[config.mk]
export PLATFORM = sky130hd
export DESIGN_NAME = cond_branch_pred
export DESIGN_NICKNAME = d
export VERILOG_FILES = /design/src/rtl/cond_branch_pred.sv
export SDC_FILE = /design/constraint.sdc
export NUM_CORES = 1
export LEC_CHECK = 0
export ABC_AREA = 1
export CORE_ASPECT_RATIO = 0.5
export CORE_UTILIZATION = 40
export CTS_CLUSTER_SIZE = 20
export DETAILED_ROUTE_END_ITERATION = 12
export GPL_TIMING_DRIVEN = 0
export PLACE_DENSITY = 0.82
export SLEW_MARGIN = 25
export SYNTH_ARGS = -nofsm -noshare
export SYNTH_HDL_FRONTEND = slang
export SYNTH_SLANG_ARGS = --single-unit
[constraint.sdc]
create_clock -name clk -period 3.3 [get_ports clk]
set_clock_uncertainty 0.2 [all_clocks]
set_input_delay 0.66 -clock clk [delete_from_list [all_inputs] [get_ports clk]]
set_output_delay 0.66 -clock clk [all_outputs]
set_load 0.005 [all_outputs]
[src/rtl/cond_branch_pred.sv]
// cond_branch_pred: condition evaluation, 2-bit BHT direction prediction and resolve statistics.
module cond_branch_pred #(
    parameter int         N          = 32,
    parameter int         PC_W       = 32,
    parameter int         BHT_DEPTH  = 16,
    parameter logic [1:0] INIT_STATE = 2'b01,
    parameter int         CNT_W      = 16
) (
    input  logic             clk,
    input  logic             rst,
    input  logic             pred_req,
    input  logic [PC_W-1:0]  pred_pc,
    output logic             pred_valid,
    output logic             pred_taken,
    input  logic             res_req,
    input  logic [PC_W-1:0]  res_pc,
    input  logic             res_pred,
    input  logic [N-1:0]     A,
    input  logic [2:0]       cond,
    output logic             res_valid,
    output logic             branch,
    output logic             mispredict,
    output logic [CNT_W-1:0] branch_count,
    output logic [CNT_W-1:0] mispred_count
);
    localparam int IDX_W = $clog2(BHT_DEPTH);

    logic [1:0]       r_bht [BHT_DEPTH];
    logic             r_pred_valid, r_pred_taken, r_res_valid, r_branch, r_mispredict;
    logic [CNT_W-1:0] r_branch_count, r_mispred_count;
    logic [IDX_W-1:0] w_pidx, w_ridx;
    logic             w_neg, w_zero, w_taken, w_cond, w_mis;
    logic [1:0]       w_cur, w_next;

    assign w_pidx  = pred_pc[IDX_W+1:2];
    assign w_ridx  = res_pc[IDX_W+1:2];
    assign w_neg   = A[N-1];
    assign w_zero  = (A == '0);
    assign w_cond  = cond inside {3'b001, 3'b010, 3'b011, 3'b101, 3'b110};
    assign w_taken = cond == 3'b100 ? 1'b1 :
                     cond == 3'b001 ? ~w_neg :
                     cond == 3'b010 ? w_neg :
                     cond == 3'b011 ? w_zero :
                     cond == 3'b101 ? ~w_zero :
                     cond == 3'b110 ? ~w_neg & ~w_zero : 1'b0;
    assign w_mis   = w_taken != res_pred;
    assign w_cur   = r_bht[w_ridx];
    assign w_next  = w_taken ? (w_cur == 2'b11 ? w_cur : w_cur + 2'b01)
                             : (w_cur == 2'b00 ? w_cur : w_cur - 2'b01);

    // Prediction reads the table before this edge's update lands (read-before-write).
    always_ff @(posedge clk) begin
        if (rst) begin
            for (int i = 0; i < BHT_DEPTH; i++) r_bht[i] <= INIT_STATE;
            r_pred_valid    <= 1'b0;
            r_pred_taken    <= 1'b0;
            r_res_valid     <= 1'b0;
            r_branch        <= 1'b0;
            r_mispredict    <= 1'b0;
            r_branch_count  <= '0;
            r_mispred_count <= '0;
        end else begin
            r_pred_valid <= pred_req;
            if (pred_req) r_pred_taken <= r_bht[w_pidx][1];
            r_res_valid  <= res_req;
            r_mispredict <= res_req & w_mis;
            if (res_req) r_branch <= w_taken;
            if (res_req && w_cond) begin
                r_bht[w_ridx] <= w_next;
                if (r_branch_count != '1) r_branch_count <= r_branch_count + 1'b1;
                if (w_mis && r_mispred_count != '1) r_mispred_count <= r_mispred_count + 1'b1;
            end
        end
    end

    assign pred_valid    = r_pred_valid;
    assign pred_taken    = r_pred_taken;
    assign res_valid     = r_res_valid;
    assign branch        = r_branch;
    assign mispredict    = r_mispredict;
    assign branch_count  = r_branch_count;
    assign mispred_count = r_mispred_count;
endmodule

==> results of run 1 <==
[worst paths after layout]
kind / start / endpoint
max: res_pc[3] / r_bht[11][1]
min: branch_count[4] / branch_count[4]
max reg2reg: mispred_count[0] / mispred_count[1]
min reg2reg: branch_count[4] / branch_count[4]
[critical path, delay by kind of cell]
kind            cells  cell delay (ps)
compound gates      2              640
buf+inv             3              880
simple gates        5              630
[cells in the mapped netlist (11+ instances only)]
cell type,number
sky130_fd_sc_hd__edfxtp_1,32
sky130_fd_sc_hd__nand3_1,14
sky130_fd_sc_hd__nor2_2,14
sky130_fd_sc_hd__nand4_1,20
sky130_fd_sc_hd__nand2_1,109
sky130_fd_sc_hd__dfxtp_1,37
sky130_fd_sc_hd__nand2_2,13
sky130_fd_sc_hd__a22oi_1,16
sky130_fd_sc_hd__nor2_1,83
sky130_fd_sc_hd__a21oi_1,28
sky130_fd_sc_hd__o21ai_0,15
sky130_fd_sc_hd__xor2_1,11
sky130_fd_sc_hd__inv_1,66
[registers in the layout (all words and copies together) (netlist names)]
name / cells
branch: 1
r_bht: 32
branch_count: 16
pred_taken: 1
mispredict: 1
res_valid: 1
pred_valid: 1
mispred_count: 16
[layer usage]
metal  track usage  vias up  share of wire
met5             0        -              0
met4        0.0765        0          0.017
met3        0.0568       19          0.058
met2         0.391      116           0.51
met1         0.240     1803           0.42
li1              -     1902              -
[layout make-up]
| type | instances | area [um^2] | area share |
|---|---|---|---|
| timing repair buffer | 82 | 821 | 0.156 |
| tap | 135 | 169 | 0.0320 |
| clock buffer | 12 | 256 | 0.0486 |
| buffer | 13 | 83.8 | 0.0159 |
| inverter | 71 | 267 | 0.0505 |
| sequential | 69 | 1700 | 0.323 |
| multi-input combinational | 368 | 1910 | 0.361 |
| clock inverter | 4 | 70.1 | 0.0133 |
[kinds of logic (layout without fill, tap and decap cells)]
group | after synthesis | after routing
simple gates | 278 | 278
buf+inv | 84 | 182
compound gates | 72 | 72
flops | 69 | 69
xor+xnor | 14 | 14
fa+ha+maj | 2 | 2
mux | 2 | 2
[power groups by stage]
stage	Combinational [mW]	Clock [mW]	Sequential, mW
after floorplan	0.163	0	0.938
after global placement	0.280	0	0.939
after detailed placement	0.287	0	0.940
after CTS	0.289	1.07	0.922
after global routing	0.317	1.10	0.924
final	0.291	1.06	0.922
[through the flow]
stage               power [mW]  cells  worst slack [ps]  hold slack, ps
global placement          1.22    738               192             278
global route              2.34    754               286             316
floorplan                 1.10    521              1070             274
detailed placement        1.23    738               107             290
CTS                       2.28    754               439             297
finish                    2.27    754               391             296
==> tab_implementation.tex, run 1 <==
\begin{tabular}{lr}
\hline
Metric & Value \\
\hline
\multicolumn{2}{l}{\textbf{STA}} \\
\quad Final Cycle Share & 0.881 \\
\quad Worst max-slew margin expressed relative to the limit & 0.600 \\
\quad Final-report max-slew violation count & 0 \\
\quad Final-report hold violation count & 0 \\
\quad Final setup TNS & 0 ps \\
\quad Min Clock Period, post-route & 2910 ps \\
\quad Worst Max-Slew Pin Slew & 600 ps \\
\quad Count of final setup violators & 0 \\
\quad FMAX & 344 MHz \\
\quad Unrepaired setup endpoints after global routing & false \\
\multicolumn{2}{l}{\textbf{Global route}} \\
\quad First-pass GRT wire length & 17.0 mm \\
\quad Global-route total usage across every layer & 0.213 \\
\quad Largest net degree at the start of global routing & 12 \\
\quad Global route overflow & 0 \\
\quad Via count of the first global-routing pass & 3759 \\
\quad Antenna violations before repair & 0 \\
\multicolumn{2}{l}{\textbf{Pwr}} \\
\quad P per Cell Area & 430 nW/um\^{}2 \\
\quad Net switching fraction of the power & 0.235 \\
\quad Comb pwr share & 0.128 \\
\quad Switching Power & 0.534 mW \\
\quad Internal Power & 1.73 mW \\
\quad Clock Power Share & 0.465 \\
\quad Sequential power share & 0.406 \\
\quad Leakage power of the design & 1.89 nW \\
\quad Maximum resistive drop on vdd & 273 uV \\
\multicolumn{2}{l}{\textbf{Worst hold path}} \\
\quad Tightest Hold Check Type & reg2reg \\
\quad Cell count of the worst hold path & 2 \\
\multicolumn{2}{l}{\textbf{Setup path}} \\
\quad Worst path max stage delay & 510 ps \\
\quad Cell Chain, Critical Path & clkdlybuf4s50\_1 > nand2\_2 > inv\_2 > a22oi\_1 > nand2\_1 > nand2\_1 > nand4\_2 > o21ai\_2 > buf\_6 > nor2\_2 \\
\quad Minimum setup slack among reg-to-reg paths & 1150 ps \\
\quad Type of origin of the critical path & input pin \\
\quad Required time of the worst setup path & 3190 ps \\
\quad Worst-path cell with the longest stage delay & sky130\_fd\_sc\_hd\_\_clkdlybuf4s50\_1 \\
\quad Maximum net fanout on the critical path & 10 \\
\quad Critical Path Most Common Cell & sky130\_fd\_sc\_hd\_\_nand2\_1 \\
\quad Depth of the worst register-to-register path & 8 \\
\quad Kind of end point of the critical path & register \\
\quad Critical path arrival & 2800 ps \\
\quad Category of the critical setup timing path & in2reg \\
\multicolumn{2}{l}{\textbf{Job}} \\
\quad Number of maximum-capacitance violations & 0 \\
\multicolumn{2}{l}{\textbf{CTS}} \\
\quad Sinks on the clock net & 69 \\
\quad Clock-pin slew reported for the worst setup and hold paths after clock tree synthesis & 60 ps \\
\quad Number of buffers created by CTS & 9 \\
\quad Number of instances resized during post-cts repair & 0 \\
\quad Clock latency on the worst-skew pair & 340 ps \\
\quad Total of hold buffers inserted after clock tree synthesis & 0 \\
\quad Bufs on Longest Clock Path & 2 \\
\quad Clock tree from TritonCTS & done \\
\quad Clock root buffer & sky130\_fd\_sc\_hd\_\_clkbuf\_16 \\
\quad Post-CTS Setup Repair Bufs & 0 \\
\quad H-tree level count & 3 \\
\multicolumn{2}{l}{\textbf{Synth}} \\
\quad Flip-flop cell with the highest count after synthesis & sky130\_fd\_sc\_hd\_\_dfxtp\_1 \\
\quad Area share of xor/xnor cells in the synthesized design & 0.0310 \\
\quad Post-synth top area cell & sky130\_fd\_sc\_hd\_\_edfxtp\_1 \\
\quad Seq cells post-synth & 69 \\
\quad Unique cell type count in the Yosys netlist & 43 \\
\quad Complex-gate fraction of the synthesized area & 0.114 \\
\quad Multiplexer area fraction after synthesis & 0.00506 \\
\quad Fraction of synthesized cell area taken by the top area cell type & 0.243 \\
\quad Simple logic cell fraction of the synthesized area & 0.325 \\
\quad Number of synthesized flops with an enable pin & 32 \\
\quad Arithmetic-cell share of the synthesized area counting full adders, half adders and majority gates & 0.00632 \\
\quad Post-synthesis async set-or-reset flop share & 0 \\
\quad Total standard cell area after synthesis & 3960 um\^{}2 \\
\quad Main combinational cell family by area after synthesis & simple AND/OR/NAND/NOR gates \\
\quad Mean instance size in the synthesized netlist & 7.60 um\^{}2 \\
\quad Share of the yosys chip area belonging to registers & 0.430 \\
\quad Post-synthesis net count & 627 \\
\quad Count of mapped cells out of synthesis & 521 \\
\quad Leading post-synthesis cells by cell area & sky130\_fd\_sc\_hd\_\_edfxtp\_1 (24\%), sky130\_fd\_sc\_hd\_\_dfxtp\_1 (19\%), sky130\_fd\_sc\_hd\_\_nand2\_1 (10\%) \\
\quad Yosys Warn Count & 0 \\
\multicolumn{2}{l}{\textbf{Floorplan}} \\
\quad Core Footprint & 9510 um\^{}2 \\
\quad Die Ht & 72.3 um \\
\quad Die Footprint & 10300 um\^{}2 \\
\quad Die boundary width & 143 um \\
\quad Initial Utilization & 0.416 \\
\quad Number of placed I/O pins & 141 \\
\quad Number of rows in the core area & 25 \\
\multicolumn{2}{l}{\textbf{Placement}} \\
\quad Port Buffer Count & 82 \\
\quad Post-DP HPWL & 7.61 mm \\
\quad Post-place instance area & 4950 um\^{}2 \\
\quad RD Place Congestion & 0.885 \\
\multicolumn{2}{l}{\textbf{Drt}} \\
\quad Total DRC errors in the routed layout & 0 \\
\quad DR vias & 3840 \\
\quad Average detailed-routed wire length per instance & 13.7 um \\
\quad Final WL & 10.4 mm \\
\quad DR vias/cell & 5.09 \\
\quad Remaining number of nets flagged by the antenna check after routing & 0 \\
\quad First-iteration detailed-routing DRC count & 238 \\
\quad 1st-pass router iterations & 5 \\
\multicolumn{2}{l}{\textbf{Layout}} \\
\quad Diodes inserted & 0 \\
\quad Final cell utilization of the core & 0.555 \\
\quad Area growth, synth to finish & 33.3\% \\
\quad Post-route cell area & 5270 um\^{}2 \\
\quad Most frequent cells in the layout & sky130\_fd\_sc\_hd\_\_nand2\_1 (109), sky130\_fd\_sc\_hd\_\_nor2\_1 (83), sky130\_fd\_sc\_hd\_\_clkdlybuf4s50\_1 (82) \\
\quad Share of cells above drive strength 1 & 0.107 \\
\quad Most common cell after layout, fill and taps aside & sky130\_fd\_sc\_hd\_\_nand2\_1 \\
\quad Layout fillers & 884 \\
\quad Number of nets in the final layout & 720 \\
\multicolumn{2}{l}{\textbf{Outcome}} \\
\quad Outcome & finished clean \\
\hline
\end{tabular}
(Power assumes the default switching activity.)
==> run 2: changes to the inputs <==
Settings changed: ABC_AREA 1 to unset, CTS_CLUSTER_SIZE 20 to 28, PLACE_DENSITY 0.82 to 0.83, SKIP_CTS_REPAIR_TIMING set to 1.
==> run 2 against run 1 <==
Net effect:
- clock power is essentially flat
- final cell count shrank 22%
- wire length shrank 11%
- synthesized cell count shrank 29%
- utilization grew 1.9 points
- final area shrank 4.2%
- first-iteration DRC count shrank 23%
- critical endpoint is now r_bht[2][0]
- highest routed layer unchanged
==> tab_implementation.tex, run 2 <==
\begin{tabular}{lr}
\hline
Metric & Value \\
\hline
\multicolumn{2}{l}{\textbf{Setup path}} \\
\quad Minimum setup slack among reg-to-reg paths & 870 ps (-280 ps) \\
\quad Required time of the worst setup path & 3150 ps (-40 ps) \\
\quad Maximum net fanout on the critical path & 10 (unchanged) \\
\quad Type of origin of the critical path & input pin \\
\quad Critical Path Most Common Cell & sky130\_fd\_sc\_hd\_\_buf\_4 \\
\quad Worst-path cell with the longest stage delay & sky130\_fd\_sc\_hd\_\_clkdlybuf4s50\_1 \\
\quad Critical path arrival & 3080 ps (+280 ps) \\
\quad Sum of buffers and inverters on the critical path & 3 (unchanged) \\
\quad Depth of the worst register-to-register path & 6 (-2) \\
\quad Start of the worst register-to-register path & r\_bht[11][1] \\
\quad Category of the critical setup timing path & in2reg \\
\quad Kind of end point of the critical path & register \\
\quad Worst path max stage delay & 410 ps (-100 ps) \\
\quad Cell Chain, Critical Path & clkdlybuf4s50\_1 > nor4\_2 > nand4\_1 > buf\_4 > nor2\_2 > mux2\_2 > o211ai\_1 > maj3\_2 > buf\_4 > nand3\_1 \\
\quad R2R Path End & r\_bht[2][0] \\
\quad CP top delay family & buffers and inverters \\
\multicolumn{2}{l}{\textbf{Synth}} \\
\quad Yosys Warn Count & 0 (unchanged) \\
\quad Mean instance size in the synthesized netlist & 9.92 um\^{}2 (+31\%) \\
\quad Seq cells post-synth & 69 (unchanged) \\
\quad Most repeated cell in the gate-level netlist after synthesis & sky130\_fd\_sc\_hd\_\_nor2\_1 \\
\quad Share of the yosys chip area belonging to registers & 0.464 (+0.0336) \\
\quad Total standard cell area after synthesis & 3670 um\^{}2 (-7.2\%) \\
\quad Unique cell type count in the Yosys netlist & 47 (+9.3\%) \\
\quad Post-synthesis async set-or-reset flop share & 0 (unchanged) \\
\quad Post-synth top area cell & sky130\_fd\_sc\_hd\_\_edfxtp\_1 \\
\quad Fraction of synthesized cell area taken by the top area cell type & 0.262 (+0.0190) \\
\quad Number of synthesized flops with an enable pin & 32 (unchanged) \\
\quad Post-synthesis net count & 476 (-24\%) \\
\quad Flip-flop cell with the highest count after synthesis & sky130\_fd\_sc\_hd\_\_dfxtp\_1 \\
\quad Leading post-synthesis cells by cell area & sky130\_fd\_sc\_hd\_\_edfxtp\_1 (26\%), sky130\_fd\_sc\_hd\_\_dfxtp\_1 (20\%), sky130\_fd\_sc\_hd\_\_mux4\_2 (8.6\%) \\
\quad Top cells by count, synth & sky130\_fd\_sc\_hd\_\_nor2\_1 (44), sky130\_fd\_sc\_hd\_\_dfxtp\_1 (37), sky130\_fd\_sc\_hd\_\_edfxtp\_1 (32), sky130\_fd\_sc\_hd\_\_nand2\_1 (28), sky130\_fd\_sc\_hd\_\_nand3\_1 (24) \\
\quad Count of mapped cells out of synthesis & 370 (-29\%) \\
\multicolumn{2}{l}{\textbf{Floorplan}} \\
\quad Number of rows in the core area & 24 (-4.0\%) \\
\quad Die Ht & 69.7 um (-3.6\%) \\
\quad Number of placed I/O pins & 141 (unchanged) \\
\quad Initial Utilization & 0.417 (+0.00105) \\
\quad Die Footprint & 9590 um\^{}2 (-7.1\%) \\
\quad Die boundary width & 137 um (-3.6\%) \\
\quad Core Footprint & 8800 um\^{}2 (-7.5\%) \\
\multicolumn{2}{l}{\textbf{STA}} \\
\quad Final Cycle Share & 0.978 (+0.0971) \\
\quad Worst-case setup margin in the final layout & 71.1 ps (-320 ps) \\
\quad Worst hold margin & 295 ps (-0.262 ps) \\
\quad Worst max-slew margin expressed relative to the limit & 0.411 (-0.189) \\
\quad Final-report hold violation count & 0 (unchanged) \\
\quad Final-report max-slew violation count & 0 (unchanged) \\
\quad Count of final setup violators & 0 (unchanged) \\
\quad Final setup TNS & 0 ps (unchanged) \\
\quad Min Clock Period, post-route & 3230 ps (+320 ps) \\
\quad Worst Max-Slew Pin Slew & 880 ps (+280 ps) \\
\quad FMAX & 310 MHz (-9.9\%) \\
\multicolumn{2}{l}{\textbf{Worst hold path}} \\
\quad Origin of the worst min-delay path & mispred\_count[14] \\
\quad Capture endpoint of the worst hold path & mispred\_count[14] \\
\quad Tightest Hold Check Type & reg2reg \\
\quad Cell count of the worst hold path & 2 (unchanged) \\
\multicolumn{2}{l}{\textbf{Layout}} \\
\quad FF/Latch Area & 1700 um\^{}2 (unchanged) \\
\quad Most common cell after layout, fill and taps aside & sky130\_fd\_sc\_hd\_\_clkdlybuf4s50\_1 \\
\quad Area growth, synth to finish & 37.6\% \\
\quad Final cell utilization of the core & 0.574 (+0.0195) \\
\quad Total area of multi-input combinational cells & 1910 um\^{}2 (unchanged) \\
\quad Diodes inserted & 0 (unchanged) \\
\quad Number of nets in the final layout & 572 (-21\%) \\
\quad Layout fillers & 734 (-17\%) \\
\quad Most frequent cells in the layout & sky130\_fd\_sc\_hd\_\_clkdlybuf4s50\_1 (77), sky130\_fd\_sc\_hd\_\_nor2\_1 (43), sky130\_fd\_sc\_hd\_\_dfxtp\_1 (37) \\
\quad Max FFs per register & 32 (unchanged) \\
\quad Register containing the most flip-flops in the final layout & r\_bht \\
\quad Share of cells above drive strength 1 & 0.149 (+0.0420) \\
\multicolumn{2}{l}{\textbf{CTS}} \\
\quad Clock root buffer & sky130\_fd\_sc\_hd\_\_clkbuf\_16 \\
\quad Sinks on the clock net & 69 (unchanged) \\
\quad Clock latency on the worst-skew pair & 330 ps (about the same) \\
\quad H-tree level count & 3 (unchanged) \\
\quad Number of buffers created by CTS & 9 (unchanged) \\
\quad Bufs on Longest Clock Path & 2 (unchanged) \\
\quad Clock tree from TritonCTS & done \\
\quad Clock-pin slew reported for the worst setup and hold paths after clock tree synthesis & 50 ps (about the same) \\
\multicolumn{2}{l}{\textbf{Placement}} \\
\quad Placement-stage worst setup slack & -638 ps (-745 ps) \\
\quad Port Buffer Count & 77 (-6.1\%) \\
\quad Post-DP HPWL & 6.79 mm (-11\%) \\
\quad RD Place Congestion & 0.838 (-5.4\%) \\
\multicolumn{2}{l}{\textbf{Global route}} \\
\quad First-pass GRT wire length & 14.8 mm (-13\%) \\
\quad Via count of the first global-routing pass & 3086 (-18\%) \\
\quad Global-route total usage across every layer & 0.204 (-0.00907) \\
\quad Largest net degree at the start of global routing & 12 (unchanged) \\
\quad Antenna violations before repair & 0 (unchanged) \\
\quad Global route overflow & 0 (unchanged) \\
\multicolumn{2}{l}{\textbf{Drt}} \\
\quad DR vias & 3267 (-15\%) \\
\quad Average detailed-routed wire length per instance & 15.7 um (+14\%) \\
\quad First-iteration detailed-routing DRC count & 183 (-23\%) \\
\quad 1st-pass router iterations & 5 (unchanged) \\
\quad Total DRC errors in the routed layout & 0 (unchanged) \\
\quad DR vias/cell & 5.56 (+9.1\%) \\
\quad Remaining number of nets flagged by the antenna check after routing & 0 (unchanged) \\
\quad Final WL & 9.24 mm (-11\%) \\
\multicolumn{2}{l}{\textbf{Pwr}} \\
\quad Total power after layout & 2.24 mW (-1.1\%) \\
\quad Maximum resistive drop on vdd & 256 uV (-6.0\%) \\
\quad P per Cell Area & 444 nW/um\^{}2 (+3.2\%) \\
\quad Leakage power of the design & 1.64 nW (-13\%) \\
\multicolumn{2}{l}{\textbf{Job}} \\
\quad Number of maximum-capacitance violations & 0 (unchanged) \\
\multicolumn{2}{l}{\textbf{Outcome}} \\
\quad Outcome & finished clean \\
\hline
\end{tabular}
run 2: layout make-up:
cell class / instances / area share
clock inverters: 6 / 0.0201
clock buffers: 10 / 0.0453
flip-flops and latches: 69 / 0.337
plain buffers: 21 / 0.0218
multi-input cells: 273 / 0.377
repair buffers: 85 / 0.164
inverters: 7 / 0.00520
well taps: 117 / 0.0290
run 2: how the worst max path moves through the flow:
| stage | start | to | slack (ps) | depth (start not counted) |
|---|---|---|---|---|
| 3_3_place_gp | res_pc[3] | r_bht[2][0] | -570 | 8 |
| 4_1_cts | res_pc[3] | r_bht[2][0] | -300 | 8 |
| 6_report | A[26] | r_bht[2][0] | 70 | 10 |
| 3_5_place_dp | res_pc[3] | r_bht[8][0] | -640 | 8 |
| 5_1_grt | A[26] | r_bht[2][0] | -70 | 10 |
| 2_1_floorplan | res_pc[2] | r_bht[10][0] | 270 | 8 |
run 2: tightest hold or removal path: cells and delay by family (launching register included):
kind,cells,cell delay [ps]
AOI/OAI and AO/OA,2,110
DFF,1,330
run 2: cells by family after synthesis:
group / count (synthesis) / synth area share
xor+xnor: 12 / 0.0286
mux: 23 / 0.112
buf+inv: 28 / 0.0348
compound gates: 51 / 0.0828
flops: 69 / 0.464
simple gates: 183 / 0.266
fa+ha+maj: 4 / 0.0123
run 2: metrics by stage:
step	area, um^2	std cells
after global routing	5050	588
after CTS	4920	580
final	5050	588
after floorplan	3670	370
after global placement	4590	564
after detailed placement	4590	564
run 2: routing by layer:
layer / vias up / GRT usage / part of all wire
met2: 97 / 0.335 / 0.49
met4: 0 / 0.0696 / 0.020
met1: 1590 / 0.251 / 0.43
met5: - / 0 / 0
met3: 18 / 0.0658 / 0.056
li1: 1562 / - / -
run 2: power breakdown:
| part | internal, mW | switching, mW |
|---|---|---|
| Sequential | 0.912 | 0.0126 |
| Clock | 0.730 | 0.339 |
| Combinational | 0.130 | 0.121 |
